**src/rtl/control_defs.sv**
```systemverilog
// Shared definitions for the control unit: opcodes, FSM state encoding,
// instruction classes and MDR mux selects.
package control_defs;

    // MDR input mux selects
    localparam logic [2:0] MDR_SEL_BUS = 3'd0;
    localparam logic [2:0] MDR_SEL_RAM = 3'd1;
    localparam logic [2:0] MDR_SEL_EXT = 3'd2;

    // Opcodes
    localparam logic [4:0] OpLd   = 5'b00000;
    localparam logic [4:0] OpLdi  = 5'b00001;
    localparam logic [4:0] OpSt   = 5'b00010;
    localparam logic [4:0] OpAdd  = 5'b00011;
    localparam logic [4:0] OpRlast = 5'b01010;
    localparam logic [4:0] OpAddi = 5'b01011;
    localparam logic [4:0] OpIlast = 5'b01101;
    localparam logic [4:0] OpMul  = 5'b01110;
    localparam logic [4:0] OpDiv  = 5'b01111;
    localparam logic [4:0] OpNeg  = 5'b10000;
    localparam logic [4:0] OpNot  = 5'b10001;
    localparam logic [4:0] OpBrx  = 5'b10010;
    localparam logic [4:0] OpJr   = 5'b10011;
    localparam logic [4:0] OpJal  = 5'b10100;
    localparam logic [4:0] OpIn   = 5'b10101;
    localparam logic [4:0] OpOut  = 5'b10110;
    localparam logic [4:0] OpMfhi = 5'b10111;
    localparam logic [4:0] OpMflo = 5'b11000;
    localparam logic [4:0] OpNop  = 5'b11001;
    localparam logic [4:0] OpHalt = 5'b11010;

    typedef enum logic [3:0] {
        StReset, StT0, StT1, StT2, StT3, StT4, StT5, StT6, StT7, StHalt
    } state_e;

    typedef enum logic [3:0] {
        ClsNop, ClsRalu, ClsImm, ClsMulDiv, ClsNegNot, ClsLd, ClsLdi, ClsSt,
        ClsBr, ClsJr, ClsMfhi, ClsMflo, ClsHalt, ClsIn, ClsOut
    } cls_e;

    // Final execute step of each class; the FSM returns to T0 after it.
    function automatic state_e last_step(input cls_e cls);
        case (cls)
            ClsNegNot:                 last_step = StT4;
            ClsRalu, ClsImm, ClsLdi:   last_step = StT5;
            ClsMulDiv, ClsBr:          last_step = StT6;
            ClsLd, ClsSt:              last_step = StT7;
            default:                   last_step = StT3;
        endcase
    endfunction

endpackage

```
**src/rtl/control_unit_if.sv**
```systemverilog
// Control unit <-> datapath signal bundle. The master side is the control unit.
interface control_unit_if;
    logic [4:0] opcode;
    logic       con_ff;
    logic       stop;
    logic       run;
    logic       Gra, Grb, Grc, R_enable, Rout, BAout;
    logic       PCout, MDRout, ZLowout, ZHighout, HIout, LOout, InPortout, Cout;
    logic       enableMAR, enableMDR, enableIR, enableY, enableZ, enablePC;
    logic       enableHI, enableLO, enableCON, enableInPort, enableOutPort;
    logic       IncPC, RAM_write;
    logic [2:0] MDR_read;

    modport master (
        input  opcode, con_ff, stop,
        output run, Gra, Grb, Grc, R_enable, Rout, BAout,
        output PCout, MDRout, ZLowout, ZHighout, HIout, LOout, InPortout, Cout,
        output enableMAR, enableMDR, enableIR, enableY, enableZ, enablePC,
        output enableHI, enableLO, enableCON, enableInPort, enableOutPort,
        output IncPC, RAM_write, MDR_read
    );

    modport slave (
        output opcode, con_ff, stop,
        input  run, Gra, Grb, Grc, R_enable, Rout, BAout,
        input  PCout, MDRout, ZLowout, ZHighout, HIout, LOout, InPortout, Cout,
        input  enableMAR, enableMDR, enableIR, enableY, enableZ, enablePC,
        input  enableHI, enableLO, enableCON, enableInPort, enableOutPort,
        input  IncPC, RAM_write, MDR_read
    );
endinterface

```
**src/rtl/control_decode.sv**
```systemverilog
// Opcode to instruction-class decode. in/out map to their own classes only
// when CONTROL_IO_EN is defined; otherwise they decode as nop.
module control_decode
    import control_defs::*;
(
    input  logic [4:0] opcode,
    output cls_e       cls
);

    // Pure combinational class lookup; unlisted opcodes fall through to nop.
    always_comb begin
        cls = ClsNop;
        if (opcode >= OpAdd && opcode <= OpRlast) begin
            cls = ClsRalu;
        end else if (opcode >= OpAddi && opcode <= OpIlast) begin
            cls = ClsImm;
        end else begin
            case (opcode)
                OpLd:          cls = ClsLd;
                OpLdi:         cls = ClsLdi;
                OpSt:          cls = ClsSt;
                OpMul, OpDiv:  cls = ClsMulDiv;
                OpNeg, OpNot:  cls = ClsNegNot;
                OpBrx:         cls = ClsBr;
                OpJr:          cls = ClsJr;
                OpMfhi:        cls = ClsMfhi;
                OpMflo:        cls = ClsMflo;
                OpHalt:        cls = ClsHalt;
`ifdef CONTROL_IO_EN
                OpIn:          cls = ClsIn;
                OpOut:         cls = ClsOut;
`endif
                default:       cls = ClsNop;
            endcase
        end
    end

endmodule

```
**src/rtl/control_unit.sv**
```systemverilog
// Moore FSM control unit: fetch T0-T2, class-dependent execute T3-T7, HALT.
// Optional macro CONTROL_IO_EN enables the in/out instructions and the
// free-running InPort load strobe.
module control_unit
    import control_defs::*;
(
    input  logic           clk,
    input  logic           clr,
    control_unit_if.master cu
);

    state_e state_q;
    cls_e   cls_q;
    cls_e   dec_cls;
    cls_e   cls;
    logic   con_q;
    logic   running;

    control_decode u_decode (
        .opcode (cu.opcode),
        .cls    (dec_cls)
    );

    // IR output only settles in T3, so T3 uses the live decode; later steps use the latch.
    assign cls     = (state_q == StT3) ? dec_cls : cls_q;
    assign running = (state_q != StReset) && (state_q != StHalt);

    // State sequencing, class latch at T3 and branch condition capture at T5.
    always_ff @(posedge clk) begin
        if (clr) begin
            state_q <= StReset;
            cls_q   <= ClsNop;
            con_q   <= 1'b0;
        end else begin
            case (state_q)
                StReset: state_q <= StT0;
                StT0:    state_q <= cu.stop ? StHalt : StT1;
                StT1:    state_q <= StT2;
                StT2:    state_q <= StT3;
                StT3, StT4, StT5, StT6, StT7: begin
                    if (cls == ClsHalt) begin
                        state_q <= StHalt;
                    end else if (state_q == last_step(cls)) begin
                        state_q <= StT0;
                    end else begin
                        state_q <= state_e'(state_q + 4'd1);
                    end
                end
                StHalt:  state_q <= StHalt;
                default: state_q <= StReset;
            endcase
            if (state_q == StT3) cls_q <= dec_cls;
            if (state_q == StT5) con_q <= cu.con_ff;
        end
    end

    // Output decode from state and latched class; every strobe defaults low.
    always_comb begin
        cu.run           = running;
        cu.Gra           = 1'b0;
        cu.Grb           = 1'b0;
        cu.Grc           = 1'b0;
        cu.R_enable      = 1'b0;
        cu.Rout          = 1'b0;
        cu.BAout         = 1'b0;
        cu.PCout         = 1'b0;
        cu.MDRout        = 1'b0;
        cu.ZLowout       = 1'b0;
        cu.ZHighout      = 1'b0;
        cu.HIout         = 1'b0;
        cu.LOout         = 1'b0;
        cu.InPortout     = 1'b0;
        cu.Cout          = 1'b0;
        cu.enableMAR     = 1'b0;
        cu.enableMDR     = 1'b0;
        cu.enableIR      = 1'b0;
        cu.enableY       = 1'b0;
        cu.enableZ       = 1'b0;
        cu.enablePC      = 1'b0;
        cu.enableHI      = 1'b0;
        cu.enableLO      = 1'b0;
        cu.enableCON     = 1'b0;
        cu.enableOutPort = 1'b0;
        cu.IncPC         = 1'b0;
        cu.RAM_write     = 1'b0;
        cu.MDR_read      = MDR_SEL_BUS;
`ifdef CONTROL_IO_EN
        cu.enableInPort  = running;
`else
        cu.enableInPort  = 1'b0;
`endif
        case (state_q)
            StT0: begin
                cu.PCout = 1'b1; cu.enableMAR = 1'b1; cu.IncPC = 1'b1; cu.enableZ = 1'b1;
            end
            StT1: begin
                cu.ZLowout = 1'b1; cu.enablePC = 1'b1;
                cu.MDR_read = MDR_SEL_RAM; cu.enableMDR = 1'b1;
            end
            StT2: begin
                cu.MDRout = 1'b1; cu.enableIR = 1'b1;
            end
            StT3: begin
                case (cls)
                    ClsRalu, ClsImm: begin cu.Grb = 1'b1; cu.Rout = 1'b1; cu.enableY = 1'b1; end
                    ClsMulDiv: begin cu.Gra = 1'b1; cu.Rout = 1'b1; cu.enableY = 1'b1; end
                    ClsNegNot: begin cu.Grb = 1'b1; cu.Rout = 1'b1; cu.enableZ = 1'b1; end
                    ClsLd, ClsLdi, ClsSt: begin
                        cu.Grb = 1'b1; cu.BAout = 1'b1; cu.Rout = 1'b1; cu.enableY = 1'b1;
                    end
                    ClsBr: begin cu.Gra = 1'b1; cu.Rout = 1'b1; cu.enableCON = 1'b1; end
                    ClsJr: begin cu.Gra = 1'b1; cu.Rout = 1'b1; cu.enablePC = 1'b1; end
                    ClsMfhi: begin cu.HIout = 1'b1; cu.Gra = 1'b1; cu.R_enable = 1'b1; end
                    ClsMflo: begin cu.LOout = 1'b1; cu.Gra = 1'b1; cu.R_enable = 1'b1; end
`ifdef CONTROL_IO_EN
                    ClsIn: begin cu.InPortout = 1'b1; cu.Gra = 1'b1; cu.R_enable = 1'b1; end
                    ClsOut: begin cu.Gra = 1'b1; cu.Rout = 1'b1; cu.enableOutPort = 1'b1; end
`endif
                    default: ;
                endcase
            end
            StT4: begin
                case (cls)
                    ClsRalu: begin cu.Grc = 1'b1; cu.Rout = 1'b1; cu.enableZ = 1'b1; end
                    ClsImm, ClsLd, ClsLdi, ClsSt: begin cu.Cout = 1'b1; cu.enableZ = 1'b1; end
                    ClsMulDiv: begin cu.Grb = 1'b1; cu.Rout = 1'b1; cu.enableZ = 1'b1; end
                    ClsNegNot: begin cu.ZLowout = 1'b1; cu.Gra = 1'b1; cu.R_enable = 1'b1; end
                    ClsBr: begin cu.PCout = 1'b1; cu.enableY = 1'b1; end
                    default: ;
                endcase
            end
            StT5: begin
                case (cls)
                    ClsRalu, ClsImm, ClsLdi: begin
                        cu.ZLowout = 1'b1; cu.Gra = 1'b1; cu.R_enable = 1'b1;
                    end
                    ClsMulDiv: begin cu.ZLowout = 1'b1; cu.enableLO = 1'b1; end
                    ClsLd, ClsSt: begin cu.ZLowout = 1'b1; cu.enableMAR = 1'b1; end
                    ClsBr: begin cu.Cout = 1'b1; cu.enableZ = 1'b1; end
                    default: ;
                endcase
            end
            StT6: begin
                case (cls)
                    ClsMulDiv: begin cu.ZHighout = 1'b1; cu.enableHI = 1'b1; end
                    ClsLd: begin cu.MDR_read = MDR_SEL_RAM; cu.enableMDR = 1'b1; end
                    ClsSt: begin cu.Gra = 1'b1; cu.Rout = 1'b1; cu.enableMDR = 1'b1; end
                    ClsBr: begin cu.ZLowout = con_q; cu.enablePC = con_q; end
                    default: ;
                endcase
            end
            StT7: begin
                case (cls)
                    ClsLd: begin cu.MDRout = 1'b1; cu.Gra = 1'b1; cu.R_enable = 1'b1; end
                    ClsSt: cu.RAM_write = 1'b1;
                    default: ;
                endcase
            end
            default: ;
        endcase
    end

endmodule

```
**src/flat_wrapper.sv**
```systemverilog
// flat-port wrapper written by rule: the top's interface ports become plain ports
module control_unit_flat import control_defs::*;
  (clk, clr, cu_opcode, cu_con_ff, cu_stop, cu_run, cu_Gra, cu_Grb, cu_Grc, cu_R_enable, cu_Rout, cu_BAout, cu_PCout, cu_MDRout, cu_ZLowout, cu_ZHighout, cu_HIout, cu_LOout, cu_InPortout, cu_Cout, cu_enableMAR, cu_enableMDR, cu_enableIR, cu_enableY, cu_enableZ, cu_enablePC, cu_enableHI, cu_enableLO, cu_enableCON, cu_enableInPort, cu_enableOutPort, cu_IncPC, cu_RAM_write, cu_MDR_read);
  control_unit_if cu_i ();
  input  logic clk;
  input  logic clr;
  input wire logic [$bits(cu_i.opcode)-1:0] cu_opcode;
  input wire logic [$bits(cu_i.con_ff)-1:0] cu_con_ff;
  input wire logic [$bits(cu_i.stop)-1:0] cu_stop;
  output wire logic [$bits(cu_i.run)-1:0] cu_run;
  output wire logic [$bits(cu_i.Gra)-1:0] cu_Gra;
  output wire logic [$bits(cu_i.Grb)-1:0] cu_Grb;
  output wire logic [$bits(cu_i.Grc)-1:0] cu_Grc;
  output wire logic [$bits(cu_i.R_enable)-1:0] cu_R_enable;
  output wire logic [$bits(cu_i.Rout)-1:0] cu_Rout;
  output wire logic [$bits(cu_i.BAout)-1:0] cu_BAout;
  output wire logic [$bits(cu_i.PCout)-1:0] cu_PCout;
  output wire logic [$bits(cu_i.MDRout)-1:0] cu_MDRout;
  output wire logic [$bits(cu_i.ZLowout)-1:0] cu_ZLowout;
  output wire logic [$bits(cu_i.ZHighout)-1:0] cu_ZHighout;
  output wire logic [$bits(cu_i.HIout)-1:0] cu_HIout;
  output wire logic [$bits(cu_i.LOout)-1:0] cu_LOout;
  output wire logic [$bits(cu_i.InPortout)-1:0] cu_InPortout;
  output wire logic [$bits(cu_i.Cout)-1:0] cu_Cout;
  output wire logic [$bits(cu_i.enableMAR)-1:0] cu_enableMAR;
  output wire logic [$bits(cu_i.enableMDR)-1:0] cu_enableMDR;
  output wire logic [$bits(cu_i.enableIR)-1:0] cu_enableIR;
  output wire logic [$bits(cu_i.enableY)-1:0] cu_enableY;
  output wire logic [$bits(cu_i.enableZ)-1:0] cu_enableZ;
  output wire logic [$bits(cu_i.enablePC)-1:0] cu_enablePC;
  output wire logic [$bits(cu_i.enableHI)-1:0] cu_enableHI;
  output wire logic [$bits(cu_i.enableLO)-1:0] cu_enableLO;
  output wire logic [$bits(cu_i.enableCON)-1:0] cu_enableCON;
  output wire logic [$bits(cu_i.enableInPort)-1:0] cu_enableInPort;
  output wire logic [$bits(cu_i.enableOutPort)-1:0] cu_enableOutPort;
  output wire logic [$bits(cu_i.IncPC)-1:0] cu_IncPC;
  output wire logic [$bits(cu_i.RAM_write)-1:0] cu_RAM_write;
  output wire logic [$bits(cu_i.MDR_read)-1:0] cu_MDR_read;
  assign cu_i.opcode = cu_opcode;
  assign cu_i.con_ff = cu_con_ff;
  assign cu_i.stop = cu_stop;
  assign cu_run = cu_i.run;
  assign cu_Gra = cu_i.Gra;
  assign cu_Grb = cu_i.Grb;
  assign cu_Grc = cu_i.Grc;
  assign cu_R_enable = cu_i.R_enable;
  assign cu_Rout = cu_i.Rout;
  assign cu_BAout = cu_i.BAout;
  assign cu_PCout = cu_i.PCout;
  assign cu_MDRout = cu_i.MDRout;
  assign cu_ZLowout = cu_i.ZLowout;
  assign cu_ZHighout = cu_i.ZHighout;
  assign cu_HIout = cu_i.HIout;
  assign cu_LOout = cu_i.LOout;
  assign cu_InPortout = cu_i.InPortout;
  assign cu_Cout = cu_i.Cout;
  assign cu_enableMAR = cu_i.enableMAR;
  assign cu_enableMDR = cu_i.enableMDR;
  assign cu_enableIR = cu_i.enableIR;
  assign cu_enableY = cu_i.enableY;
  assign cu_enableZ = cu_i.enableZ;
  assign cu_enablePC = cu_i.enablePC;
  assign cu_enableHI = cu_i.enableHI;
  assign cu_enableLO = cu_i.enableLO;
  assign cu_enableCON = cu_i.enableCON;
  assign cu_enableInPort = cu_i.enableInPort;
  assign cu_enableOutPort = cu_i.enableOutPort;
  assign cu_IncPC = cu_i.IncPC;
  assign cu_RAM_write = cu_i.RAM_write;
  assign cu_MDR_read = cu_i.MDR_read;
  control_unit u_core (.clk(clk), .clr(clr), .cu(cu_i));
endmodule
```
**config.mk**
```make
export PLATFORM = sky130hd
export DESIGN_NAME = control_unit_flat
export DESIGN_NICKNAME = d
export VERILOG_FILES = /design/src/rtl/control_defs.sv /design/src/rtl/control_unit_if.sv /design/src/rtl/control_decode.sv /design/src/rtl/control_unit.sv /design/src/flat_wrapper.sv
export SDC_FILE = /design/constraint.sdc
export NUM_CORES = 1
export LEC_CHECK = 0
export BUFFER_PORTS_ARGS = -buffer_cell sky130_fd_sc_hd__buf_2
export CAP_MARGIN = 30
export CORE_MARGIN = 10
export CORE_UTILIZATION = 40
export DETAILED_ROUTE_END_ITERATION = 16
export PLACE_DENSITY = 0.73
export SLEW_MARGIN = 20
export SYNTH_ARGS = -nofsm -noshare
export SYNTH_HDL_FRONTEND = slang
export SYNTH_HIERARCHICAL = 1
export SYNTH_SLANG_ARGS = --single-unit
```
**constraint.sdc**
```tcl
create_clock -name clk -period 4.5 [get_ports clk]
set_input_delay 0.45 -clock clk [delete_from_list [all_inputs] [get_ports clk]]
set_output_delay 0.45 -clock clk [all_outputs]
set_load 0.1 [all_outputs]
```
==> results of run 1 <==
final cells by class:
type	instances	share of cell area, %
Multi-Input combinational cell	204	73.4
Timing Repair Buffer	36	10.3
Inverter	7	1.35
Tap cell	52	3.35
Sequential cell	9	9.29
Clock buffer	4	2.32
synthesized netlist by cell type, drive strengths merged (2+ instances only):
library cell / count
nand2b: 5
and3b: 2
a211oi: 8
a211o: 5
a31oi: 3
and4b: 2
o211ai: 3
nor4: 4
nor4bb: 2
nor2b: 5
a21oi: 15
inv: 7
mux2: 5
o32ai: 2
o311ai: 2
nand3: 10
nand2: 16
nor3: 6
and2: 2
xor2: 2
nand3b: 4
o21bai: 3
o21ai: 14
mux2i: 9
and3: 3
or3: 3
buf: 22
nor3b: 7
nor2: 27
a311oi: 2
ha: 9
clkbuf: 7
dfxtp: 9
worst max-delay path, stage by stage:
cell and delay, ns:
buf_2 0.19, inv_1 0.09, ha_1 0.27, nor3b_1 0.23
a311oi_1 0.09, a221oi_2 0.66, mux2i_4 0.24, nand2_1 0.18
nor3_1 0.08, a311oi_1 0.42, o21ai_0 0.15, buf_2 0.32
cells by family after synthesis:
kind of cell / count (synthesis) / share of synthesized area, %
compound gates: 70 / 28.1
xor+xnor: 3 / 1.49
fa+ha+maj: 9 / 6.39
buf+inv: 36 / 11.7
flops: 9 / 10.2
mux: 14 / 9.23
other cells: 1 / 0.213
simple gates: 103 / 32.6
per-layer routing:
layer,routed length (um),vias to the layer above,track usage [%]
li1,-,918,-
met1,2300,911,18.2
met2,2430,99,22.1
met3,356,12,2.35
met4,55,0,1.03
met5,0,-,0
where the power goes:
part | total [mW] | switching [mW] | internal (mW)
Clock | 0.0958 | 0.0339 | 0.0619
Combinational | 0.606 | 0.471 | 0.135
Sequential | 0.124 | 0.0334 | 0.0906
flip-flops by register name, summed over array words and instances, names as in the netlist:
signal and cells:
u_core/cls_q 4, u_core/con_q 1, u_core/state_q 4
worst min-delay path by stage:
stage,cells after the start,slack (ns),startpoint,endpoint
final,2,0.45,u_core/con_q,u_core/con_q
after CTS,2,0.46,u_core/con_q,u_core/con_q
after global placement,2,0.45,u_core/con_q,u_core/con_q
after detailed placement,2,0.45,u_core/con_q,u_core/con_q
after global routing,2,0.48,u_core/con_q,u_core/con_q
after floorplan,2,0.43,u_core/con_q,u_core/con_q
through the flow:
stage,cells,hold slack [ns]
floorplan,249,0.426
global placement,308,0.447
detailed placement,308,0.452
CTS,312,0.459
global route,312,0.477
finish,312,0.452
==> flow_metrics.env, run 1 <==
export IMPL_status="finished, final reports clean"
export IMPL_finalInstanceArea_um2=1940
export IMPL_finalHoldViolations=0
export IMPL_tns_ns=0
export IMPL_cts_resized=0
export IMPL_nets=279
export IMPL_worstReg2RegEnd="u_core/state_q[3]"
export IMPL_start_util_pct=40.7
export IMPL_place_area_um2=1890
export IMPL_grt_pass1_vias=1783
export IMPL_ir_worst_vdd_v=0.000394
export IMPL_vias=1940
export IMPL_powerDensity_nw_per_um2=426
export IMPL_vias_per_cell=6.22
export IMPL_worst_pin_slew_ns=0.766
export IMPL_synth_area_um2=1760
export IMPL_fin_skew_ns=0.00808
export IMPL_die_w_um=86.4
export IMPL_wl_mm=5.14
export IMPL_pre_cts_slack_ns=0.734
export IMPL_dp_hpwl_mm=3.78
export IMPL_place_congestion=0.902
export IMPL_design_core_area_um2=4320
export IMPL_wl_per_cell_um=16.5
export IMPL_synth_area_top_cells="dfxtp_1 10%, ha_1 6.4%, nor2_1 5.8%"
export IMPL_areaGrowthSynthToFinish_pct=10.1
export IMPL_first_iter_violations=215
export IMPL_ys_flop_type="dfxtp_1"
export IMPL_portBuffers=34
export IMPL_multi_input_area_um2=1420
export IMPL_track_usage_pct=13.4
export IMPL_fillCellCount=451
export IMPL_cts_sinks=9
export IMPL_syn_inst=245
export IMPL_async_flop_share_pct=0
export IMPL_ys_ff_latch=9
export IMPL_post_route_util_pct=44.8
export IMPL_r2r_start="u_core/state_q[1]"
export IMPL_clk_latency_ns=0.23
export IMPL_fmaxAchievable_ghz=0.261
export IMPL_numCtsBuffers=3
export IMPL_grt_pass1_wl_mm=8.79
export IMPL_worst_setup_path_type="input pin to output pin"
export IMPL_ff_latch_area_um2=180
export IMPL_clk_pin_slew_ns=0.05
export IMPL_totalPowerFinal_mw=0.825
export IMPL_fp_row_count=24
export IMPL_endpoint="cu_R_enable"
export IMPL_final_cell_mix="33 x buf_2, 27 x nor2_1, 16 x nand2_1, 14 x a21oi_1, 12 x o21ai_0"
export IMPL_die_height_um=86.4
export IMPL_cts_tree="built"
export IMPL_ant_nets=0
export IMPL_layout_commonest_cell="buf_2"
export IMPL_cts_setup_buffers=0
export IMPL_postCtsHoldBufs=0
export IMPL_seq_area_frac_synth_pct=10.2
export IMPL_syn_avg_cell_area_um2=7.19
export IMPL_synth_edf_count=0
export IMPL_reg2reg_depth=8
export IMPL_power_leakage_nw=0.845
export IMPL_synth_top_area_share_pct=10.2
export IMPL_cp_arrival_ns=3.38
export IMPL_crit_path_start="cu_opcode[1]"
export IMPL_maxSlewHeadroom_pct=49.0
export IMPL_synth_largest_area_cell="dfxtp_1"
export IMPL_synthDistinctLibCells=65
export IMPL_r2r_slack_ns=1.84
export IMPL_drtPass1Iterations=4
export IMPL_grt_start_max_net_pins=24
export IMPL_antenna_found_initial=0
export IMPL_crit_required_ns=4.05
export IMPL_drive_above_1_share_pct=23.5
export IMPL_ctsHtreeMaxLevel=1
export IMPL_diodes=0
export IMPL_maxCapViolations=0
export IMPL_clockBufferDepth=2
export IMPL_dieArea_um2=7460
export IMPL_setup_violations=0
export IMPL_cp_max_fo=11
export IMPL_setup_slack_ns=0.674
export IMPL_drc_errors=0
export IMPL_root_buffer="clkbuf_8"
export IMPL_globalRouteOverflowTotal=0
export IMPL_start_kind="input pin"
export IMPL_finalMaxSlewViolations=0
export IMPL_min_period_ns=3.83
export IMPL_ioPinCount=40
export IMPL_min_path_type="register to register"
export IMPL_finalCritPeriodShare_pct=85.0
export IMPL_cp_end_kind="output pin"
export IMPL_yosysWarnings=6
export IMPL_rsz0062_at_grt="no"
(Power assumes the default switching activity.)
==> run 2: changes to the inputs <==
--- a/config.mk
+++ b/config.mk
@@ -11,8 +11,8 @@
 export CORE_UTILIZATION = 40
 export DETAILED_ROUTE_END_ITERATION = 16
 export PLACE_DENSITY = 0.73
+export REMOVE_ABC_BUFFERS = 1
 export SLEW_MARGIN = 20
 export SYNTH_ARGS = -nofsm -noshare
 export SYNTH_HDL_FRONTEND = slang
-export SYNTH_HIERARCHICAL = 1
 export SYNTH_SLANG_ARGS = --single-unit
==> flow_metrics.env, run 2 <==
export IMPL_finalHoldViolations=0
export IMPL_rsz0062_at_grt="no"
export IMPL_synthMostInstantiatedCell="nand2_1"
export IMPL_reg2reg_depth=7
export IMPL_start_util_pct=42.0
export IMPL_cp_arrival_ns=3.34
export IMPL_reg_largest_list="u_core.cls_q: 4 flops, u_core.state_q: 4 flops, u_core.con_q: 1 flops"
export IMPL_dp_hpwl_mm=3.61
export IMPL_grt_start_max_net_pins=20
export IMPL_start_kind="input pin"
export IMPL_ant_nets=0
export IMPL_die_w_um=85.3
export IMPL_setup_violations=0
export IMPL_r2r_slack_ns=1.24
export IMPL_die_height_um=85.3
export IMPL_dieArea_um2=7280
export IMPL_maxCapViolations=0
export IMPL_syn_avg_cell_area_um2=7.45
export IMPL_min_path_type="register to register"
export IMPL_critPathBufInv=3
export IMPL_finalMaxSlewViolations=0
export IMPL_worstReg2RegEnd="u_core.state_q[0]"
export IMPL_place_congestion=0.940
export IMPL_hold_ws_ns=0.474
export IMPL_drtPass1Iterations=4
export IMPL_layout_commonest_cell="buf_2"
export IMPL_async_flop_share_pct=0
export IMPL_root_buffer="clkbuf_8"
export IMPL_drive_above_1_share_pct=26.6
export IMPL_portBuffers=34
export IMPL_ys_flop_type="dfxtp_1"
export IMPL_ctsHtreeMaxLevel=1
export IMPL_cts_setup_buffers=0
export IMPL_synthDistinctLibCells=69
export IMPL_cts_resized=0
export IMPL_numCtsBuffers=3
export IMPL_cp_max_fo=13
export IMPL_areaGrowthSynthToFinish_pct=6.31
export IMPL_cts_tree="built"
export IMPL_clk_latency_ns=0.24
export IMPL_powerDensity_nw_per_um2=506
export IMPL_maxSlewHeadroom_pct=47.2
export IMPL_first_iter_violations=257
export IMPL_status="finished, final reports clean"
export IMPL_final_cell_mix="34 x buf_2, 24 x nand2_1, 21 x nor2_1, 16 x a21oi_1"
export IMPL_cts_sinks=9
export IMPL_worst_setup_path_type="input pin to output pin"
export IMPL_vias_per_cell=5.82
export IMPL_grt_pass1_wl_mm=7.82
export IMPL_vias=1733
export IMPL_worst_pin_slew_ns=0.787
export IMPL_crit_family="compound AO/OA/AOI/OAI gates"
export IMPL_diodes=0
export IMPL_hold_path_cell_count=2
export IMPL_fmaxAchievable_ghz=0.264
export IMPL_fp_row_count=23
export IMPL_ys_ff_latch=9
export IMPL_postCtsHoldBufs=0
export IMPL_place_inst=294
export IMPL_antenna_found_initial=0
export IMPL_clk_pin_slew_ns=0.04
export IMPL_drc_errors=0
export IMPL_max_stage_delay_ns=0.48
export IMPL_crit_path_start="cu_opcode[1]"
export IMPL_crit_required_ns=4.05
export IMPL_design_core_area_um2=4060
export IMPL_synthTopCellsByCount="24 x nand2_1, 21 x nor2_1, 16 x a21oi_1"
export IMPL_seq_area_frac_synth_pct=10.6
export IMPL_synth_area_top_cells="dfxtp_1 11%, ha_1 6.6%, buf_6 5.3%"
export IMPL_r2r_start="u_core.state_q[2]"
export IMPL_synth_largest_area_cell="dfxtp_1"
export IMPL_crit_chain="buf_2 -> inv_1 -> ha_1 -> nor3b_1 -> a311o_1 -> a211oi_2 -> o311ai_2 -> or3_1 -> o21ai_0 -> nand2b_1 -> o21ai_0 -> buf_2"
export IMPL_yosysWarnings=0
export IMPL_synth_edf_count=0
export IMPL_stdcell_count=298
export IMPL_cp_num_cells=12
export IMPL_finalCritPeriodShare_pct=84.3
export IMPL_endpoint="cu_enablePC"
export IMPL_wl_mm=4.67
export IMPL_ioPinCount=40
export IMPL_syn_inst=229
export IMPL_synth_top_area_share_pct=10.6
export IMPL_globalRouteOverflowTotal=0
export IMPL_fin_skew_ns=0.00435
export IMPL_nets=267
export IMPL_synth_area_um2=1710
export IMPL_min_period_ns=3.79
export IMPL_grt_pass1_vias=1592
export IMPL_track_usage_pct=12.4
export IMPL_cp_end_kind="output pin"
export IMPL_clockBufferDepth=2
export IMPL_cp_slowest_cell="or3_1"
export IMPL_ir_worst_vdd_v=0.000448
export IMPL_power_leakage_nw=0.798
export IMPL_wl_per_cell_um=15.7
run 2: worst min-delay path by stage:
| stage | from | to | slack, ns |
|---|---|---|---|
| 2_1_floorplan | u_core.con_q | u_core.con_q | 0.43 |
| 3_3_place_gp | u_core.con_q | u_core.con_q | 0.45 |
| 3_5_place_dp | u_core.con_q | u_core.con_q | 0.47 |
| 4_1_cts | u_core.con_q | u_core.con_q | 0.48 |
| 5_1_grt | clr | u_core.con_q | 0.49 |
| 6_report | u_core.con_q | u_core.con_q | 0.47 |
run 2: cell families after synthesis:
family	synth area share, %
simple gates	34.0
compound gates	30.2
buf+inv	13.3
fa+ha+maj	6.60
flops	10.6
mux	3.52
xor+xnor	1.54
other cells	0.220
run 2: metal layers:
layer	wire length (um)	share of wire (%)	global-route usage, %	vias up
met2	1940	42	18.0	84
met1	2250	48	17.3	783
met5	0	0	0	-
met4	57	1.2	3.14	0
met3	422	9.0	3.44	7
li1	-	-	-	859
run 2: worst min-delay path, cell delays in order, from the launching register on:
cell,delay [ns]
dfxtp_1,0.31
nand2_1,0.06
a21oi_1,0.06
run 2: through the flow:
step	cell area, um^2	setup WS [ns]	util, %	total power, mW	TNS, ns
6_report	1810	0.707	44.7	0.918	0
5_1_grt	1810	0.480	44.7	0.967	0
4_1_cts	1810	0.725	44.7	0.914	0
3_5_place_dp	1770	0.731	43.6	0.818	0
3_3_place_gp	1770	0.757	43.6	0.815	0
2_1_floorplan	1520	-1.27	-	0.698	-2.35
run 2: power by group:
part	leakage, nW	switching [mW]	internal, mW
registers	0.0730	0.0245	0.0918
logic	0.702	0.545	0.162
clock network	0.0228	0.0334	0.0618
run 2: final cells by class:
| cell class | count | area, um^2 |
|---|---|---|
| Timing Repair Buffer | 36 | 185 |
| Multi-Input combinational cell | 192 | 1310 |
| Fill cell | 441 | 2240 |
| Clock buffer | 4 | 45.0 |
| Sequential cell | 9 | 180 |
| Tap cell | 50 | 62.6 |
| Inverter | 7 | 26.3 |
